`config.mk`:
```
export PLATFORM = sky130hd
export DESIGN_NAME = uart_autobaud_flat
export DESIGN_NICKNAME = d
export VERILOG_FILES = /design/src/rtl/uart_autobaud_if.sv /design/src/rtl/uart_autobaud.sv /design/src/flat_wrapper.sv
export SDC_FILE = /design/constraint.sdc
export NUM_CORES = 1
export LEC_CHECK = 0
export ABC_CLOCK_PERIOD_IN_PS = 2950
export BUFFER_PORTS_ARGS = -buffer_cell sky130_fd_sc_hd__buf_4
export CAP_MARGIN = 20
export CORE_ASPECT_RATIO = 1.75
export CORE_MARGIN = 3
export CORE_UTILIZATION = 30
export DETAILED_ROUTE_END_ITERATION = 16
export GPL_ROUTABILITY_DRIVEN = 0
export PLACE_DENSITY_LB_ADDON = 0.12
export SKIP_CTS_REPAIR_TIMING = 1
export SYNTH_ARGS = -nofsm -noshare
export SYNTH_HDL_FRONTEND = slang
export SYNTH_SLANG_ARGS = --single-unit
```
`constraint.sdc`:
```
create_clock -name i_clk -period 2.95 [get_ports i_clk]
set_input_delay 0.295 -clock i_clk [delete_from_list [all_inputs] [get_ports i_clk]]
set_output_delay 0.295 -clock i_clk [all_outputs]
set_load 0.005 [all_outputs]
```
`src/rtl/uart_autobaud_if.sv`:
```
// Handshake bundle between the UART control logic (master) and the autobaud
// measurement block (slave): arm pulse, synchronized RX line and the result.
interface uart_autobaud_if;
  logic        i_start;
  logic        i_rx;
  logic [15:0] o_scaler;
  logic        o_valid;
  logic        o_error;
  logic        o_busy;

  modport slave (
    input  i_start,
    input  i_rx,
    output o_scaler,
    output o_valid,
    output o_error,
    output o_busy
  );

  modport master (
    output i_start,
    output i_rx,
    input  o_scaler,
    input  o_valid,
    input  o_error,
    input  o_busy
  );
endinterface

```
`src/rtl/uart_autobaud.sv`:
```
// Measures the bit period of a 0x55 sync byte and returns round(N/8) as the prescaler divider.
// Optional RX majority filter: define UART_AUTOBAUD_GLITCH_FILTER_EN.
module uart_autobaud #(
  parameter logic [15:0] InitialDivider = 16'd16,
  parameter int unsigned MinScaler      = 4
) (
  input  logic           i_clk,
  input  logic           i_rst_n,
  uart_autobaud_if.slave bus
);

  typedef enum logic [2:0] {
    S_IDLE,
    S_WAIT_HIGH,
    S_WAIT_START,
    S_MEASURE,
    S_WAIT_STOP,
    S_DONE,
    S_FAIL
  } state_e;

  localparam int unsigned     CntW   = 19;
  localparam logic [CntW-1:0] CntMax = '1;
  localparam logic [16:0]     MinR   = 17'(MinScaler);

  state_e          state_q;
  logic [CntW-1:0] cnt_q;
  logic [CntW-1:0] cnt_d;
  logic [2:0]      edges_q;
  logic [15:0]     result_q;
  logic [15:0]     scaler_q;
  logic            valid_q;
  logic            error_q;
  logic            busy_q;
  logic            rx_q;
  logic            rx_s;
  logic            fall;
  logic [19:0]     n_cnt;
  logic [16:0]     r_val;
  logic            r_bad;
  logic [CntW-1:0] stop_limit;

`ifdef UART_AUTOBAUD_GLITCH_FILTER_EN
  // Majority of the last three samples: a single-cycle pulse never wins, and
  // both edges come out two cycles late, so the measured span is unchanged.
  logic [2:0] filt_q;

  always_ff @(posedge i_clk) begin
    if (!i_rst_n) begin
      filt_q <= 3'b111;
    end else begin
      filt_q <= {filt_q[1:0], bus.i_rx};
    end
  end

  assign rx_s = (filt_q[0] & filt_q[1]) | (filt_q[0] & filt_q[2]) | (filt_q[1] & filt_q[2]);
`else
  assign rx_s = bus.i_rx;
`endif

  always_ff @(posedge i_clk) begin
    if (!i_rst_n) begin
      rx_q <= 1'b1;
    end else begin
      rx_q <= rx_s;
    end
  end

  assign fall       = rx_q & ~rx_s;
  assign cnt_d      = (cnt_q == CntMax) ? cnt_q : cnt_q + CntW'(1);
  // N counts the cycles from edge-1 detection to edge-5 detection.
  assign n_cnt      = {1'b0, cnt_q} + 20'd1;
  assign r_val      = 17'((n_cnt + 20'd4) >> 3);
  assign r_bad      = r_val[16] | (r_val < MinR);
  assign stop_limit = {2'b00, result_q, 1'b0};

  always_ff @(posedge i_clk) begin
    if (!i_rst_n) begin
      state_q  <= S_IDLE;
      cnt_q    <= '0;
      edges_q  <= '0;
      // NOTE: the result register is reset as well, so a stale value from a
      // previous run can never be loaded into o_scaler after a reset.
      result_q <= InitialDivider;
      scaler_q <= InitialDivider;
      valid_q  <= 1'b0;
      error_q  <= 1'b0;
      busy_q   <= 1'b0;
    end else begin
      // NOTE: non-blocking assignments throughout; the pulse defaults below are
      // overridden later in the same block only in DONE/FAIL.
      valid_q <= 1'b0;
      error_q <= 1'b0;

      unique case (state_q)
        S_IDLE: begin
          if (bus.i_start) begin
            state_q <= S_WAIT_HIGH;
            busy_q  <= 1'b1;
          end
        end

        S_WAIT_HIGH: begin
          if (rx_s) begin
            state_q <= S_WAIT_START;
          end
        end

        S_WAIT_START: begin
          if (fall) begin
            cnt_q   <= '0;
            edges_q <= 3'd1;
            state_q <= S_MEASURE;
          end
        end

        S_MEASURE: begin
          cnt_q <= cnt_d;
          if (fall) begin
            edges_q <= edges_q + 3'd1;
          end
          if (fall && (edges_q == 3'd4)) begin
            if (r_bad) begin
              state_q <= S_FAIL;
            end else begin
              result_q <= r_val[15:0];
              cnt_q    <= '0;
              state_q  <= S_WAIT_STOP;
            end
          end else if (cnt_q == CntMax) begin
            state_q <= S_FAIL;
          end
        end

        S_WAIT_STOP: begin
          // Data bit 7 is low; the stop bit must rise within two bit periods.
          cnt_q <= cnt_d;
          if (rx_s) begin
            state_q <= S_DONE;
          end else if (cnt_q == stop_limit) begin
            state_q <= S_FAIL;
          end
        end

        S_DONE: begin
          scaler_q <= result_q;
          valid_q  <= 1'b1;
          busy_q   <= 1'b0;
          state_q  <= S_IDLE;
        end

        S_FAIL: begin
          error_q <= 1'b1;
          busy_q  <= 1'b0;
          state_q <= S_IDLE;
        end

        default: begin
          busy_q  <= 1'b0;
          state_q <= S_IDLE;
        end
      endcase
    end
  end

  assign bus.o_scaler = scaler_q;
  assign bus.o_valid  = valid_q;
  assign bus.o_error  = error_q;
  assign bus.o_busy   = busy_q;

endmodule
```
`src/flat_wrapper.sv`:
```
// flat-port wrapper written by rule: the top's interface ports become plain ports
module uart_autobaud_flat 
#(
  parameter logic [15:0] InitialDivider = 16'd16,
  parameter int unsigned MinScaler      = 4
)
  (i_clk, i_rst_n, bus_i_start, bus_i_rx, bus_o_scaler, bus_o_valid, bus_o_error, bus_o_busy);
  uart_autobaud_if bus_i ();
  input  logic i_clk;
  input  logic i_rst_n;
  input wire logic [$bits(bus_i.i_start)-1:0] bus_i_start;
  input wire logic [$bits(bus_i.i_rx)-1:0] bus_i_rx;
  output wire logic [$bits(bus_i.o_scaler)-1:0] bus_o_scaler;
  output wire logic [$bits(bus_i.o_valid)-1:0] bus_o_valid;
  output wire logic [$bits(bus_i.o_error)-1:0] bus_o_error;
  output wire logic [$bits(bus_i.o_busy)-1:0] bus_o_busy;
  assign bus_i.i_start = bus_i_start;
  assign bus_i.i_rx = bus_i_rx;
  assign bus_o_scaler = bus_i.o_scaler;
  assign bus_o_valid = bus_i.o_valid;
  assign bus_o_error = bus_i.o_error;
  assign bus_o_busy = bus_i.o_busy;
  uart_autobaud #(.InitialDivider(InitialDivider), .MinScaler(MinScaler)) u_core (.i_clk(i_clk), .i_rst_n(i_rst_n), .bus(bus_i));
endmodule
```
# --- Word-level counts from Yosys, hierarchy flattened ---
# Index checks and enable logic that the tools add are counted.
word_totals:
  ff_bits: 61
  wordCells: 65
  out_inout_bits: 19
  in_bits: 4
classes:
  bitwise_logic: 5
  n_addsub: 4
  order_cmp: 1
  n_eq_ne: 15
  mux: 21
  reduce_logical: 10
ops:
  columns: ["op", "count"]
  rows:
  - ["$mux 19", 4]
  - ["$pmux 19 s3", 1]
  - ["$mux 3", 9]
  - ["$add 19x1->20 const B", 1]
  - ["$add 20x3->20 const B", 1]
  - ["$add 19x1->19 const B", 1]
  - ["$eq 19x17->1", 1]
  - ["$eq 19x19->1 const B", 1]
  - ["$lt 17x3->1 const B", 1]
  - ["$pmux 3 s5", 1]
  - ["$eq 3x3->1 const B", 4]
  - ["$eq 3x2->1 const B", 2]
  - ["$pmux 3 s2", 1]
  - ["$reduce_and 3->1", 2]
  - ["$reduce_and 5->1", 1]
  - ["$ne 2x1->1 const B", 2]
  - ["$ne 2x2->1 const B", 2]
  - ["$reduce_and 2->1", 2]
  - ["$reduce_or 4->1", 1]
  - ["$add 3x1->3 const B", 1]
  - ["$eq 3x1->1 const B", 1]
  - ["$logic_not 3->1", 1]
  - ["$mux 1", 3]
  - ["$ne 3x1->1 const B", 1]
  - ["other kinds (9)", 11]

# --- Logic depth before layout (Yosys ltp) ---
# Gate-level depths: netlist (run 1).
depth:
  word_depth: 7
  ltp_mapped: 8
  mapped_depth_nobuf: 7

# --- Worst setup path before layout (run 1) ---
# OpenSTA, ideal clock, no wires.
synth_timing:
  path_type: "register to register"
  from: "register u_core.cnt_q[9]"
  to: "register u_core.result_q[0]"
  synth_period_minus_slack_ps: 2650
  setup_slack_ps: 300
  path_buffers: 2
  setup_time_ps: 72
  stages_incl_launch_ff: 9
  t_arrival_ps: 2579
  t_required_ps: 2878
  cell_sequence: "dfxtp_1 -> buf_6 -> nand4_4 -> or4_4 -> o31a_1 -> or4_4 -> o31ai_2 -> buf_4 -> mux2i_1"
synth_between:
  elab_chain_len: 6
synth_lines:
  columns: ["item", "line_no", "text"]
  rows:
  - ["start, declared", "uart_autobaud.sv:27", "logic [CntW-1:0] cnt_q;"]
  - ["start signal, assigned", "uart_autobaud.sv:118", "cnt_q <= cnt_d;"]
  - ["start signal, assigned", "uart_autobaud.sv:137", "cnt_q <= cnt_d;"]
  - ["$add 19x1->20 *", "uart_autobaud.sv:72", "assign n_cnt = {1'b0, cnt_q} + 20'd1;"]
  - ["$add 20x3->20 *", "uart_autobaud.sv:73", "assign r_val = 17'((n_cnt + 20'd4) >> 3);"]
  - ["$lt 17x3->1", "uart_autobaud.sv:74", "assign r_bad = r_val[16] | (r_val < MinR);"]
  - ["$or 1x1->1 *", "uart_autobaud.sv:74", null]
  - ["$not 1->1 (no source line) *", null, null]
  - ["$reduce_and 3->1 (no source line) *", null, null]
  - ["end signal, assigned", "uart_autobaud.sv:84", "result_q <= InitialDivider;"]
  - ["end signal, assigned", "uart_autobaud.sv:126", "result_q <= r_val[15:0];"]
  - ["end, declared", "uart_autobaud.sv:30", "logic [15:0] result_q;"]
# Mark *: on every way between the ends. The rest lies on a longest branch, timed or not.
# A chain may end at the register's enable or synchronous reset.

# --- Worst setup path in the final report (run 1) ---
layout_timing:
  from: "register u_core.cnt_q[6]"
  to: "register u_core.cnt_q[9]"
layout_between:
  elab_chain_len: 7
  word_cells_on_any_way: 10
  cone_classes: "3 x add/sub; 1 x order compare; 1 x eq/ne; 4 x mux; 1 x bitwise"
layout_lines:
  columns: ["item", "line_no", "text"]
  rows:
  - ["$add 19x1->20", "uart_autobaud.sv:72", null]
  - ["$add 20x3->20", "uart_autobaud.sv:73", null]
  - ["$lt 17x3->1", "uart_autobaud.sv:74", null]
  - ["$or 1x1->1", "uart_autobaud.sv:74", null]
  - ["$mux 19", "uart_autobaud.sv:123", "if (r_bad) begin"]
  - ["$mux 19", "uart_autobaud.sv:122", "if (fall && (edges_q == 3'd4)) begin"]
  - ["$pmux 19 s3 *", "uart_autobaud.sv:95", "unique case (state_q)"]
# Marks and branches as above.

==> metrics, run 1 <==
Worst path max stage delay 580 ps; Critical-path top delay cell or4_4; Tot GR Track Use 16.5%; initial antenna violation count 0; FILL cells 1142; synthesized instance count 432; vias per std cell 5.11; layout cells sized above 1 17.3%; row count 50; Die Y 147 microns; area delta synth->final 23.8%; status finished, final reports clean; syn_area_per_cell 7.86 sq um; clock-pin transition on the worst setup and hold timing paths 50 ps; die area 12700 sq um; max_cap viols 0; Final Power 2.37 mW; Core Box Area between 10000 and 15000 sq um; DRC 0; synthesized flop and latch total slightly above 60; largest net degree at the start of global routing 28; f_max 0.358 GHz; fin crit share 94.7%; CP Data Arrival Time ~3000 ps; Fin. Hold Viols 0; PnR worst setup slack 155 ps; Hold Crit Class input pin to flop; FF+latch area ~1200 sq um; Pleak roughly 1.6 nW; nets around 480; top-area cell type share of the netlist area 36.0%; Synth Flop Type dfxtp_1; multi-input logic area 1970 sq um; pre-CTS WS 152 ps; final count of pins violating max slew 0; Yosys warnings 0; Synth area leader dfxtp_1; Post-Syn Area 3390 sq um; clock skew roughly 4.4 ps; register area share after synthesis roughly 36%; Max FO, Critical Path 13; vias in the first global route 3085; Synth area leaders dfxtp_1 36%, nand2_1 7.5%, xnor2_1 5.9%; Detailed Route WL ~10 mm; DP Wirelength 7.65 mm; Netlist cell types 45; DRT Pass-1 Iters 5; critical-path cell list nand4_4 -> or4_4 -> o31a_1 -> or4_4 -> o31a_2 -> buf_12 -> nor3_1; # IOs 23; maximum vdd drop between 0.0003 and 0.0004 V; Placed Cells approximately 590; initial core utilization a little under a third; # setup viols final 0; Final Util 38.6%; # diodes 0; GRT overflow 0; antenna-violating nets left 0; number of synthesized flops with an enable pin 0; fin cells approximately 600; CP Data Required Time 3200 ps; first-pass GRT wire length approximately 16 mm; CTS Root Cell clkbuf_16; Worst Tran Pin Value 888 ps; IO buf count 22; H-Tree Depth 3; CTS Buf Count 9; Avg WL per Cell 16.3 microns; die span in x 86.4 microns; Worst Setup Start Kind flop; unrepaired setup endpoints after global routing false; Initial DRC Count 184; Skew-Pair Late Insertion Delay between 300 and 400 ps; Tmin final ~2800 ps; PwrDens 565 nW/um^2; CTS tree yes; Max transition margin 40.8%; Setup TNS 0 ps; Max clock buf depth 2; Worst Setup End Kind flop; Setup CP Type flop to flop; via count 3093; clk sink count 61; most frequent CP cell or4_4; share of synthesized flip-flops with an asynchronous set or reset 0%; post-synthesis net count 439
state kept, by name, indices dropped and copies added, names as in the netlist:
register	cells
u_core.bus.o_busy	1
u_core.bus.o_error	1
u_core.bus.o_scaler	16
u_core.bus.o_valid	1
u_core.cnt_q	19
u_core.edges_q	3
u_core.result_q	16
u_core.rx_q	1
u_core.state_q	3
Yosys cell counts (4+ instances only):
| library cell | number |
|---|---|
| o21ai_0 | 17 |
| o31a_1 | 4 |
| clkbuf_1 | 19 |
| nor2b_1 | 5 |
| a21oi_1 | 26 |
| and2_1 | 5 |
| buf_2 | 8 |
| a221oi_1 | 5 |
| nand2_1 | 68 |
| nor3_1 | 27 |
| xor2_1 | 22 |
| dfxtp_1 | 61 |
| inv_1 | 13 |
| nor2_1 | 24 |
| mux2i_1 | 10 |
| nand4_1 | 8 |
| xnor2_1 | 23 |
| and3_1 | 5 |
| nor4_1 | 20 |
| nand3_1 | 17 |
through the flow:
step | area [sq um] | hold slack (ps)
3_5_place_dp | 3860 | 449
6_report | 4200 | 235
2_1_floorplan | 3390 | 396
5_1_grt | 4200 | 245
4_1_cts | 4200 | 229
3_3_place_gp | 3860 | 444
placed cells by master, fill, tap and decap left out, types with 3 or more instances in the layout:
master / n
xnor2_1: 23
buf_4: 59
nor4_1: 20
and4_1: 3
nor3_1: 27
bufinv_16: 3
a221oi_1: 5
and2_1: 5
nor2b_1: 5
o21a_1: 3
and3_1: 5
dfxtp_1: 61
clkbuf_16: 9
xor2_1: 22
ha_1: 3
nand2b_1: 3
nor2_1: 24
nand2_1: 68
nand3_1: 17
o31a_1: 3
o21ai_0: 16
inv_1: 13
mux2i_1: 10
nand4_1: 8
a21oi_1: 26
where the power goes:
part	internal (mW)	total (mW)	switching, mW
Combinational	0.105	0.263	0.157
Clock	0.847	1.22	0.370
Sequential	0.850	0.894	0.0443
critical path, delay by kind of cell (launching register included):
family	cells	cell delay (ps)
compound gates	2	720
flops	1	420
buf+inv	1	180
simple gates	4	1400
metal layers:
| layer | part of all wire, % | up-vias | track usage (%) |
|---|---|---|---|
| met5 | 0 | - | 0 |
| met4 | 4.3 | 0 | 9.44 |
| met3 | 3.9 | 23 | 3.54 |
| met2 | 52 | 71 | 28.4 |
| met1 | 39 | 1405 | 18.4 |
| li1 | - | 1594 | - |
worst paths after layout:
kind | depth (start not counted) | to | from | slack [ps]
min | 2 | u_core.rx_q | bus_i_rx | 230
max reg2reg | 7 | u_core.cnt_q[9] | u_core.cnt_q[6] | 160
min reg2reg | 2 | u_core.bus.o_scaler[12] | u_core.bus.o_scaler[12] | 450
max | 7 | u_core.cnt_q[9] | u_core.cnt_q[6] | 160
final cells by class:
cell class | count | area share (%)
Multi-Input combinational cell | 325 | 46.8
Inverter | 13 | 1.16
Clock inverter | 4 | 2.26
Tap cell | 130 | 3.87
Sequential cell | 61 | 29.0
Timing Repair Buffer | 60 | 11.0
Clock buffer | 12 | 5.86
cell families (layout without fill, tap and decap cells):
group | Yosys count | after routing | synth area share, %
simple gates | 194 | 194 | 28.5
compound gates | 72 | 72 | 13.4
flops | 61 | 61 | 36.0
buf+inv | 46 | 89 | 6.16
xor+xnor | 45 | 45 | 11.6
mux | 11 | 11 | 3.28
fa+ha+maj | 3 | 3 | 1.11
No activity file was read; power rests on OpenSTA's default activity.
==> run 2: changes to the inputs <==
--- a/config.mk
+++ b/config.mk
@@ -6,12 +6,12 @@
 export NUM_CORES = 1
 export LEC_CHECK = 0
 export ABC_CLOCK_PERIOD_IN_PS = 2950
-export BUFFER_PORTS_ARGS = -buffer_cell sky130_fd_sc_hd__buf_4
 export CAP_MARGIN = 20
 export CORE_ASPECT_RATIO = 1.75
 export CORE_MARGIN = 3
 export CORE_UTILIZATION = 30
 export DETAILED_ROUTE_END_ITERATION = 16
+export DONT_BUFFER_PORTS = 1
 export GPL_ROUTABILITY_DRIVEN = 0
 export PLACE_DENSITY_LB_ADDON = 0.12
 export SKIP_CTS_REPAIR_TIMING = 1
==> run 2 against run 1 <==
  * Sequential power shrank 2%
  * Sequential cell count is the same
  * Combinational power grew 4%
  * First-iteration DRC count shrank 24%
  * Non-clock buffer count shrank 23
  * Clock skew grew 3.3 ps
  * Highest routed layer unchanged
==> metrics, run 2 (synthesis gave the netlist of run 1 again) <==
max_cap viols 0 (unchanged); max reg flops 19 (unchanged); # diodes 0 (unchanged); Max transition margin 55.0% (+14 points); Pleak 1.51 nW (-7.9%); CTS tree yes; first-pass GRT wire length 16.5 mm (+1.3%); Worst path max stage delay 580 ps (about the same); initial antenna violation count 0 (unchanged); Hold Crit Class input pin to flop; nets 454 (-4.8%); Skew-Pair Late Insertion Delay 340 ps (about the same); H-Tree Depth 3 (unchanged); critical-path cell list nand4_4 -> or4_4 -> o31a_1 -> or4_4 -> o31a_1 -> buf_12 -> nor3_1; clock share of power 50.0% (-1.3 points); die area 12700 sq um (unchanged); Avg WL per Cell 17.2 microns (+5.8%); Setup CP Type flop to flop; Final Util 36.9% (-1.7 points); Core Box Area 10900 sq um (unchanged); Initial DRC Count 140 (-24%); largest net degree at the start of global routing 28 (unchanged); CP Data Required Time 3200 ps (about the same); vias per std cell 5.27 (+3.0%); family with the most delay on the worst path simple AND/OR/NAND/NOR gates; Die Y 147 microns (unchanged); maximum vdd drop 0.000390 V (+13%); sequential share of power 38.1% (+0.4 points); FILL cells 1150 (+0.70%); commonest non-fill, non-tap cell in the layout nand2_1; Critical-path top delay cell or4_4; final count of pins violating max slew 0 (unchanged); area delta synth->final 18.2%; # setup viols final 0 (unchanged); combinational power share 11.9% (+0.8 points); IO buf count 0 (-100%); clock-pin transition on the worst setup and hold timing paths 60 ps (about the same); DRT Pass-1 Iters 4 (-1); row count 50 (unchanged); fin crit share 93.5% (-1.3 points); DRC 0 (unchanged); clock skew 7.68 ps (+3.29 ps); commonest cells after routing, fill and taps aside 68 x nand2_1, 60 x dfxtp_1, 36 x buf_4; Setup TNS 0 ps (unchanged); CP Data Arrival Time 3010 ps (-30 ps); layout cells sized above 1 13.5% (-3.8 points); net load switching power 0.589 mW (+3.0%); # IOs 23 (unchanged); Worst Setup End Kind flop; worst path bufs/invs 1 (unchanged); Tot GR Track Use 16.9% (+0.34 points); initial core utilization 31.2% (unchanged); Reg with most FFs u_core.cnt_q; CTS Root Cell clkbuf_16; f_max 0.363 GHz (+1.4%); Tmin final 2760 ps (-37.7 ps); vias in the first global route 3094 (+0.29%); clk sink count 61 (unchanged); Max clock buf depth 2 (unchanged); CTS Buf Count 9 (unchanged); origin of the critical flop-to-flop path u_core.cnt_q[8]; DP Wirelength 7.72 mm (+0.85%); PwrDens 574 nW/um^2 (+1.7%); die span in x 86.4 microns (unchanged); Fin. Hold Viols 0 (unchanged); Worst Setup Start Kind flop; Worst Tran Pin Value 675 ps (-213 ps); status finished, final reports clean; unrepaired setup endpoints after global routing false; min-delay src i_rst_n; Max FO, Critical Path 15 (+2); Setup crit start u_core.cnt_q[8]; switching part of the total power 25.6% (+1.5 points); via count 3066 (-0.87%); Int Pwr 1.72 mW (-4.8%); antenna-violating nets left 0 (unchanged); Detailed Route WL 10.0 mm (+1.8%); GRT overflow 0 (unchanged)
## run 2: cell count changes in the layout (fill, tap and decap cells not counted), sizes merged
| cell | previous run | this run |
|---|---|---|
| buf | 60 | 37 |
| clkbuf | 12 | 10 |
| clkinv | 1 | 3 |
| bufinv | 3 | 2 |
| clkinvlp | 0 | 1 |
## run 2: area by class of cell
class	count	area (sq um)	area share, %
multi-input combinational	325	1960	48.9
tap	130	163	4.05
inverter	13	48.8	1.22
sequential	61	1220	30.5
clock inverter	6	86.3	2.15
timing repair buffer	37	290	7.23
clock buffer	10	239	5.95
## run 2: power groups by stage
| stage | combinational, mW | sequential (mW) | clock (mW) |
|---|---|---|---|
| 6_report | 0.274 | 0.877 | 1.15 |
| 5_1_grt | 0.311 | 0.881 | 1.22 |
| 4_1_cts | 0.276 | 0.876 | 1.18 |
| 3_5_place_dp | 0.274 | 0.894 | 0 |
| 3_3_place_gp | 0.275 | 0.892 | 0 |
| 2_1_floorplan | 0.189 | 0.891 | 0 |
## run 2: through the flow
step | total power, mW | instance area (sq um) | instances | worst slack, ps | hold WS [ps]
final | 2.30 | 4010 | 582 | 193 | 35.9
after global routing | 2.41 | 4010 | 582 | 25.0 | 33.3
after CTS | 2.33 | 4010 | 581 | 104 | 31.5
after detailed placement | 1.17 | 3680 | 565 | 126 | 380
after global placement | 1.17 | 3680 | 565 | 178 | 374
after floorplan | 1.08 | 3390 | 432 | 300 | 396
## run 2: path summary, 6_finish.rpt
path	endpoint	slack, ps	cells after the start
setup / recovery	u_core.cnt_q[7]	190	7
hold / removal	u_core.rx_q	40	1
setup reg to reg	u_core.cnt_q[7]	190	7
hold reg to reg	u_core.bus.o_scaler[1]	470	2
## run 2: layer usage
layer	GRT usage (%)	up-vias	part of all wire (%)	routed length (microns)
li1	-	1551	-	-
met1	19.4	1411	41	4140
met2	28.1	69	50	5060
met3	3.31	35	2.8	282
met4	10.5	0	5.5	549
met5	0	-	0	0
==> run 3: changes to the inputs <==
--- a/config.mk
+++ b/config.mk
@@ -12,9 +12,8 @@
 export CORE_UTILIZATION = 30
 export DETAILED_ROUTE_END_ITERATION = 16
 export DONT_BUFFER_PORTS = 1
-export GPL_ROUTABILITY_DRIVEN = 0
 export PLACE_DENSITY_LB_ADDON = 0.12
-export SKIP_CTS_REPAIR_TIMING = 1
+export REMOVE_ABC_BUFFERS = 1
 export SYNTH_ARGS = -nofsm -noshare
 export SYNTH_HDL_FRONTEND = slang
 export SYNTH_SLANG_ARGS = --single-unit
==> run 3 against run 2 <==
  * Utilization up 0.10 points
  * Non-clock buffer count unchanged
  * Critical path depth up 2
  * First-iteration DRC count up 24%
  * Routed wire length about the same
  * Sequential power up 2%
  * Combinational power down 8.4%
  * Die area unchanged
  * Largest power group unchanged
  * Sequential cell count unchanged
  * Count of clock-buffer cells in the layout unchanged
  * Final cell count unchanged
==> metrics, run 3 (synthesis gave the netlist of run 1 again) <==
status finished, final reports clean; Die Y 147 microns (unchanged); gp weighted congestion ~0.85; antenna-violating nets left 0 (unchanged); FF+latch area 1220 sq um (-0.10%); CTS Buf Count 9 (unchanged); nets 454 (unchanged); DP Wirelength 7.79 mm (+1.0%); origin of the critical flop-to-flop path u_core.cnt_q[1]; Detailed Route WL 10.0 mm (about the same); placed cell area 3690 sq um (+0.20%); FF-to-FF path depth 9 (+2); clock-pin transition on the worst setup and hold timing paths 50 ps (about the same); Max clock buf depth 2 (unchanged); Cells on Worst Hold Path 1 (unchanged); vias per std cell 5.26 (about the same); layout cells sized above 1 13.9% (+0.44 points); FILL cells 1169 (+1.7%); min-delay src i_rst_n; final instance area 4030 sq um (+0.28%); commonest non-fill, non-tap cell in the layout nand2_1; DRT Pass-1 Iters 4 (unchanged); H-Tree Depth 3 (unchanged); switching part of the total power 25.1% (-0.46 points); initial core utilization 31.2% (unchanged); CP Data Required Time 3190 ps (about the same); multi-input logic area 1980 sq um (+0.64%); clock share of power 49.8% (-0.2 points); largest net degree at the start of global routing 28 (unchanged); max_cap viols 0 (unchanged); Avg WL per Cell 17.2 microns (about the same); unrepaired setup endpoints after global routing false; vias in the first global route 3038 (-1.8%); Int Pwr 1.71 mW (-0.28%); Final Power 2.28 mW (-0.89%); Hold Crit Class input pin to flop; row count 50 (unchanged); maximum vdd drop 0.000402 V (+2.9%); final count of pins violating max slew 0 (unchanged); # diodes 0 (unchanged); # setup viols final 0 (unchanged); Core Box Area 10900 sq um (unchanged); Worst Setup End Kind flop; sequential share of power 39.2% (+1.1 points); Tmin final 2810 ps (+48.6 ps); Worst Setup Start Kind flop; combinational power share 11.0% (-0.9 points); f_max 0.356 GHz (-1.7%); max reg flops 19 (unchanged); Skew-Pair Late Insertion Delay 330 ps (about the same); commonest cells after routing, fill and taps aside 68 x nand2_1, 61 x dfxtp_1, 36 x buf_4; first-pass GRT wire length 16.2 mm (-1.7%); GRT overflow 0 (unchanged); Fin. Hold Viols 0 (unchanged); Tot GR Track Use 16.5% (-0.36 points); Max transition margin 61.6% (+6.6 points); CTS Root Cell clkbuf_16; die span in x 86.4 microns (unchanged); DRC 0 (unchanged); PwrDens 567 nW/um^2 (-1.2%); Reg2Reg Setup Slack 140 ps (-50 ps); Initial DRC Count 174 (+24%); clock skew 5.93 ps (-1.75 ps); # Post-CTS Setup Buffers 0; Reg with most FFs u_core.cnt_q; Max FO, Critical Path 13 (-2); fin crit share 95.1% (+1.6 points); IO buf count 0 (unchanged); area delta synth->final 18.6%; CTS tree yes; Hold EP u_core.rx_q; Pleak 1.51 nW (about the same); via count 3063 (-0.098%); CP Data Arrival Time 3050 ps (+40 ps); reg2reg end u_core.cnt_q[9]; Worst Tran Pin Value 577 ps (-98.3 ps); initial antenna violation count 0 (unchanged); # IOs 23 (unchanged); die area 12700 sq um (unchanged); net load switching power 0.573 mW (-2.7%); Setup CP Type flop to flop; clk sink count 61 (unchanged)
==> run 3: cell counts in the layout (fill, tap and decap cells not counted) <==
Identical to the previous run, type by type.
==> run 3: metrics by stage <==
stage	TNS, ps	utilization [%]	cells	hold WS, ps	setup slack (ps)
final	0	37.0	582	46.2	144
after global routing	0	37.0	582	43.6	16.2
after global placement	0	33.9	566	373	84.6
after floorplan	-2500	-	399	367	-227
after detailed placement	0	33.9	566	378	64.7
after CTS	0	36.9	582	31.7	22.5
==> run 3: metal layers <==
metal	GRT usage, %	vias up	wire length (microns)
met5	0	-	0
met4	11.0	0	562
met3	2.58	34	287
met2	28.2	74	5170
met1	18.4	1400	4000
li1	-	1555	-
==> run 3: final cells by class <==
cell class / count / share of cell area, %
tap: 130 / 4.04
multi-input combinational: 325 / 49.1
clock buffer: 10 / 5.94
sequential: 61 / 30.3
clock inverter: 6 / 2.14
inverter: 13 / 1.21
timing repair buffer: 37 / 7.21
==> run 3: worst max-delay path by stage <==
stage,from,to,slack [ps],cells after the start
5_1_grt,u_core.cnt_q[4],u_core.cnt_q[8],20,7
3_5_place_dp,u_core.cnt_q[2],u_core.cnt_q[8],60,7
3_3_place_gp,u_core.cnt_q[2],u_core.cnt_q[11],80,7
4_1_cts,u_core.cnt_q[2],u_core.cnt_q[8],20,7
6_report,u_core.cnt_q[1],u_core.cnt_q[9],140,9
2_1_floorplan,u_core.cnt_q[8],u_core.result_q[10],-230,6
==> run 3: what timing repair did <==
| action | in CTS | in global routing |
|---|---|---|
| endpoints found under the setup margin | 0 | 26 |
| hold buffers | 0 | 0 |
| gates resized for setup | 0 | 4 |
==> run 3: worst max-delay path, cell delays in order, from the launching register on <==
cell and delay (ps):
dfxtp_1 380, ha_1 260, o2111ai_1 170, nor4_2 380
buf_4 170, xor2_1 80, or4_4 450, o31a_2 440
buf_12 180, nor3_1 190
==> run 3: power by group through the flow <==
stage	combinational, mW	clock (mW)	sequential, mW
final	0.251	1.14	0.896
after global routing	0.280	1.20	0.902
after CTS	0.251	1.17	0.894
after detailed placement	0.248	0	0.913
after global placement	0.248	0	0.911
after floorplan	0.165	0	0.901
